$ cat config.mk
export PLATFORM = sky130hd
export DESIGN_NAME = dmem_sram_bridge
export DESIGN_NICKNAME = d
export VERILOG_FILES = /design/src/rtl/dmem_bus_pkg.sv /design/src/rtl/dmem_addr_map.sv /design/src/rtl/dmem_sram_bridge.sv
export SDC_FILE = /design/constraint.sdc
export NUM_CORES = 1
export LEC_CHECK = 0
export CORE_MARGIN = 2
export CORE_UTILIZATION = 43
export CTS_CLUSTER_SIZE = 16
export DETAILED_ROUTE_END_ITERATION = 8
export PLACE_DENSITY = 0.86
export SLEW_MARGIN = 20
export SYNTH_ARGS = -nofsm -noshare
export SYNTH_HDL_FRONTEND = slang
export SYNTH_HIERARCHICAL = 1
export SYNTH_SLANG_ARGS = --single-unit
$ cat constraint.sdc
create_clock -name clk -period 2.74 [get_ports clk]
set_clock_uncertainty 0.1 [all_clocks]
set_input_delay 0.548 -clock clk [delete_from_list [all_inputs] [get_ports clk]]
set_output_delay 0.548 -clock clk [all_outputs]
set_load 0.01 [all_outputs]
$ cat src/rtl/dmem_bus_pkg.sv
// Shared encodings for the data-memory SRAM-like bus bridge.
package dmem_bus_pkg;

  // Bus size encodings (mem_size / size)
  localparam logic [1:0] SIZE_BYTE = 2'd0;
  localparam logic [1:0] SIZE_HALF = 2'd1;
  localparam logic [1:0] SIZE_WORD = 2'd2;

  // Bridge FSM states
  typedef enum logic [1:0] {
    IDLE = 2'd0,
    REQ  = 2'd1,
    WAIT = 2'd2,
    DONE = 2'd3
  } bridgeState_t;

  // kseg0/kseg1 occupy 0x8000_0000-0xBFFF_FFFF: top two address bits = 2'b10
  localparam logic [1:0]  KSEG01_TOP     = 2'b10;
  localparam logic [31:0] KSEG_PHYS_MASK = 32'h1FFF_FFFF;

  function automatic logic isKseg01(input logic [1:0] topBits);
    return topBits == KSEG01_TOP;
  endfunction

endpackage

$ cat src/rtl/dmem_addr_map.sv
// Combinational MIPS virtual->physical map: kseg0/kseg1 strip the top three bits,
// every other segment passes through unchanged.
module dmem_addr_map
  import dmem_bus_pkg::*;
#(
  parameter int ADDR_W = 32
) (
  input  logic [ADDR_W-1:0] vAddr,
  output logic [ADDR_W-1:0] pAddr
);

  // Unmapped segments fold onto physical low memory
  always_comb begin
    pAddr = vAddr;
    if (isKseg01(vAddr[ADDR_W-1 -: 2])) begin
      pAddr = vAddr & ADDR_W'(KSEG_PHYS_MASK);
    end
  end

endmodule

$ cat src/rtl/dmem_sram_bridge.sv
// M-stage data-memory port to SRAM-like req/addr_ok/data_ok bus bridge.
// Raises mem_stall for the duration of an access and holds load data while
// the pipeline is frozen by another stall source.
// Optional feature: define DMEM_ADDR_MAP_EN to map kseg0/kseg1 addresses to physical.
module dmem_sram_bridge
  import dmem_bus_pkg::*;
#(
  parameter int ADDR_W = 32,
  parameter int DATA_W = 32
) (
  input  logic                  clk,
  input  logic                  rst,
  input  logic                  mem_en,
  input  logic [DATA_W/8-1:0]   mem_wen,
  input  logic [1:0]            mem_size,
  input  logic [ADDR_W-1:0]     mem_addr,
  input  logic [DATA_W-1:0]     mem_wdata,
  input  logic                  mem_flush,
  input  logic                  cpu_stall,
  output logic [DATA_W-1:0]     mem_rdata,
  output logic                  mem_stall,
  output logic                  req,
  output logic                  wr,
  output logic [1:0]            size,
  output logic [ADDR_W-1:0]     addr,
  output logic [DATA_W-1:0]     wdata,
  input  logic                  addr_ok,
  input  logic                  data_ok,
  input  logic [DATA_W-1:0]     rdata
);

  bridgeState_t      state, stateNext;
  logic              discard, discardNext;
  logic              captureRdata;
  logic [DATA_W-1:0] rdataQ;

  logic [ADDR_W-1:0] addrIn;
  logic              wrIn;
  logic              accessReq;

  logic [ADDR_W-1:0] addrQ;
  logic              wrQ;
  logic [1:0]        sizeQ;
  logic [DATA_W-1:0] wdataQ;

`ifdef DMEM_ADDR_MAP_EN
  dmem_addr_map #(.ADDR_W(ADDR_W)) uAddrMap (
    .vAddr (mem_addr),
    .pAddr (addrIn)
  );
`else
  assign addrIn = mem_addr;
`endif

  assign wrIn      = |mem_wen;
  assign accessReq = mem_en & ~mem_flush;

  // State, discard flag and held load data
  always_ff @(posedge clk) begin
    if (rst) begin
      state   <= IDLE;
      discard <= 1'b0;
      rdataQ  <= '0;
    end else begin
      state   <= stateNext;
      discard <= discardNext;
      if (captureRdata) begin
        rdataQ <= rdata;
      end
    end
  end

  // Request fields tracked while idle so they stay stable until addr_ok
  always_ff @(posedge clk) begin
    if (rst) begin
      addrQ  <= '0;
      wrQ    <= 1'b0;
      sizeQ  <= SIZE_BYTE;
      wdataQ <= '0;
    end else if (state == IDLE) begin
      addrQ  <= addrIn;
      wrQ    <= wrIn;
      sizeQ  <= mem_size;
      wdataQ <= mem_wdata;
    end
  end

  // Next state, bus request and stall generation
  always_comb begin
    stateNext    = state;
    discardNext  = discard;
    captureRdata = 1'b0;
    req          = 1'b0;
    mem_stall    = 1'b0;
    addr         = addrQ;
    wr           = wrQ;
    size         = sizeQ;
    wdata        = wdataQ;
    unique case (state)
      IDLE: begin
        addr      = addrIn;
        wr        = wrIn;
        size      = mem_size;
        wdata     = mem_wdata;
        req       = accessReq;
        mem_stall = accessReq;
        if (accessReq) begin
          stateNext = addr_ok ? WAIT : REQ;
        end
      end
      REQ: begin
        req       = 1'b1;
        mem_stall = 1'b1;
        if (addr_ok) begin
          // a flush racing the acceptance still has to drain its response
          stateNext   = WAIT;
          discardNext = mem_flush;
        end else if (mem_flush) begin
          stateNext = IDLE;
        end
      end
      WAIT: begin
        mem_stall = ~(data_ok & ~discard);
        if (data_ok) begin
          captureRdata = ~discard;
          discardNext  = 1'b0;
          stateNext    = (~discard & cpu_stall) ? DONE : IDLE;
        end else if (mem_flush) begin
          discardNext = 1'b1;
        end
      end
      DONE: begin
        if (!cpu_stall) begin
          stateNext = IDLE;
        end
      end
      default: stateNext = IDLE;
    endcase
  end

  // Bus data passes straight through in the response cycle; a drained response never shows
  assign mem_rdata = captureRdata ? rdata : rdataQ;

endmodule

==> metrics.md <==
| Metric | Value |
|---|---|
| Status | `complete, no violations` |
| CTS tree | `done` |
| Final Cell Area | `between 0.006 and 0.007 mm²` |
| Vias | `around 3,300` |
| CP cell instances | `nor2_4 > buf_12 > clkbuf_16 > mux2_2 > clkdlybuf4s50_1` |
| Tot Pwr | `around 3.8 mW` |
| Worst hold path class | `reg -> reg` |
| Slew HR | `60.1%` |
| Slew Limit Fails | `0` |
| Synthesis-stage register bit count | `between 100 and 150` |
| Residual DRC | `0` |
| Rows | `36` |
| Vias in the first global route | `between 3,000 and 4,000` |
| Diode count | `0` |
| Area growth, synth to finish | `61.5%` |
| P per Cell Area | `approximately 550 mW/mm²` |
| Total GRT Usage | `20.4%` |
| # H-tree levels | `3` |
| Initial Util | `between 40% and 50%` |
| CP Class | `reg -> out` |
| Io pins | `210` |
| Netlist cell types | `26` |
| Hpwl dp | `between 7000 and 8000 µm` |
| Wirelength, routed | `between 10,000 and 15,000 µm` |
| Number of buffers added on ports | `about 210` |
| Global-route wire length before repair | `16,800 µm` |
| Number of CTS-inserted buffers | `9` |
| Wire per inst | `approximately 16 µm` |
| Yosys warning total | `6` |
| Worst-case vdd ir drop | `between 0.0003 and 0.0004 V` |
| Final Util | `between 70% and 80%` |
| Post-synthesis sequential area ratio | `about half` |
| # clock sinks | `102` |
| Crit end category | `primary output` |
| Clock network power share | `around a quarter` |
| Critical path arrival | `2.03 ns` |
| Finished Layout Cells | `702` |
| Final #Nets | `about 670` |
| Core area | `around 0.0096 mm²` |
| Crit path max-delay cell type | `clkdlybuf4s50_1` |
| Pleak | `around 3.0 nW` |
| Clk Latency, worst-skew pair | `approximately 0.35 ns` |
| Sw Share | `a little over a quarter` |
| Die H | `between 100 and 150 µm` |
| Initial DRT Pass Iterations | `4` |
| CP Launch Type | `flop` |
| Syn Nets | `~460` |
| Endpoints failing hold | `0` |
| Required @ worst endpoint | `approximately 2.1 ns` |
| Final min period | `between 2 and 3 ns` |
| Max Fclk | `~0.37 GHz` |
| Slew @ Worst Pin | `~0.60 ns` |
| Fill cells | `about 750` |
| Mean post-synth cell area | `around 12 µm²` |
| Initial antenna violation count | `0` |
| Initial DRC count | `74` |
| Share of layout cells above drive strength 1 | `27.8%` |
| Die Span X | `103 µm` |
| Overflow after GRT | `0` |
| Crit-path max cell delay | `a little under 0.5 ns` |
| Pre-CTS setup slack | `-0.314 ns` |
| Internal power | `around 2.8 mW` |
| Final Cycle Share | `between 90% and 100%` |
| Post-route ant nets | `0` |
| Sw power | `0.999 mW` |
| Vias per cell | `around 4.8` |
| Mapped Cells | `353` |
| Mapped cell area | `0.00421 mm²` |
| Clock slew at reported path FFs | `approximately 0.1 ns` |
| Placed cell area | `about 0.0064 mm²` |
| Part of the power in combinational logic | `between 30% and 40%` |
| Dpl cells | `between 600 and 700` |
| Clock tree buffer depth | `2` |
| Max cap viols | `0` |
| Largest net degree at the start of global routing | `56` |
| Seq pwr share | `around 44%` |
| Final Setup Violations | `0` |
| CTS Root Cell | `clkbuf_8` |
| Crit-path max FO | `13` |
| Final WS setup | `approximately 0.06 ns` |
| Placer congestion estimate | `slightly below 0.9` |
| Die Area | `0.0106 mm²` |
power by group through the flow:
| stage | logic (mW) | clock network, mW | registers, mW |
|---|---|---|---|
| 2_1_floorplan | 0.578 | 0 | 1.65 |
| 3_3_place_gp | 1.15 | 0 | 1.66 |
| 3_5_place_dp | 1.17 | 0 | 1.67 |
| 4_1_cts | 1.19 | 0.959 | 1.63 |
| 5_1_grt | 1.27 | 1.02 | 1.65 |
| 6_report | 1.19 | 0.930 | 1.63 |
per-stage QoR:
stage                     hold slack (ns)  TNS (ns)
after detailed placement            0.440     -9.02
after CTS                           0.456         0
after global routing                0.513   -0.0147
after floorplan                     0.409         0
final                               0.468         0
after global placement              0.426     -8.33
repair_timing:
action	4_1_cts	5_1_grt
gates resized for setup	128	27
cloned	3	1
setup endpoints to repair	32	72
hold buffers	0	0
hold endpoints to repair	0	0
buffers inserted	2	1
critical path, delay by kind of cell, from the launching register on:
| family | cells | cell delay, ns |
|---|---|---|
| buffers and inverters | 3 | 0.79 |
| flip-flops | 1 | 0.37 |
| multiplexers | 1 | 0.35 |
| AND/OR/NAND/NOR | 1 | 0.18 |
registers in the layout, summed over array words and instances (netlist names):
register and count:
addrQ 32, discard 1, rdataQ 32, sizeQ 2
state 2, wdataQ 32, wrQ 1
cell usage after synthesis, drive strengths merged:
library cell	count	area, µm²
a2bb2oi	1	8.76
nor4	1	6.26
nand3b	1	7.51
o22ai	1	6.26
buf	11	86.3
a21oi	4	20.0
a211oi	3	22.5
a221oi	2	17.5
mux2	98	1220
dfxtp	102	2040
and3	1	6.26
nor2	4	17.5
clkbuf	13	48.8
or3	1	6.26
nor2b	101	632
or3b	2	17.5
nor3	1	5.00
and3b	1	8.76
nand2b	1	6.26
inv	1	3.75
and4bb	1	12.5
o21ai	2	10.0
final cells by class:
class | instances | area, µm² | share of cell area, %
timing repair buffer | 224 | 2340 | 34.5
clock inverter | 4 | 30.0 | 0.442
inverter | 1 | 3.75 | 0.0552
tap | 133 | 166 | 2.45
sequential | 102 | 2040 | 30.1
multi-input combinational | 226 | 2040 | 30.0
clock buffer | 12 | 165 | 2.43
final timing paths:
path / endpoint / startpoint / slack [ns] / cells past startpoint
worst max-delay path: wdata[6] / state[1] / 0.06 / 5
worst min-delay path: wrQ / wrQ / 0.47 / 2
worst max register to register: rdataQ[10] / discard / 0.95 / 5
worst min register to register: wrQ / wrQ / 0.47 / 2
routing by layer:
| metal | part of all wire [%] | track usage [%] |
|---|---|---|
| met4 | 1.4 | 7.09 |
| met2 | 53 | 37.7 |
| met5 | 0 | 0 |
| met3 | 7.8 | 6.51 |
| met1 | 38 | 21.9 |
cell usage in the layout (no fill, tap or decap), types with 2 or more instances in the layout:
cell	count
clkdlybuf4s15_2	2
buf_16	3
buf_2	18
mux2_1	6
buf_4	4
a21oi_1	4
clkdlybuf4s50_1	153
mux2_4	31
a221oi_1	2
or3b_2	2
buf_6	8
a211oi_1	3
nor2b_1	101
o21ai_0	2
clkinv_4	2
clkdlybuf4s15_1	4
dlymetal6s2s_1	23
clkbuf_8	12
dfxtp_1	100
buf_12	7
dfxtp_2	2
mux2_2	61
nor2_1	3
cells by family (layout without fill, tap and decap cells):
family,after synthesis,in the layout,share of synthesized area [%]
AO/OA/AOI/OAI,13,13,2.02
flip-flops,102,102,48.5
multiplexers,98,98,28.9
buffers and inverters,25,241,3.30
AND/OR/NAND/NOR,115,115,17.2
Power figures use the tool's default switching activity.
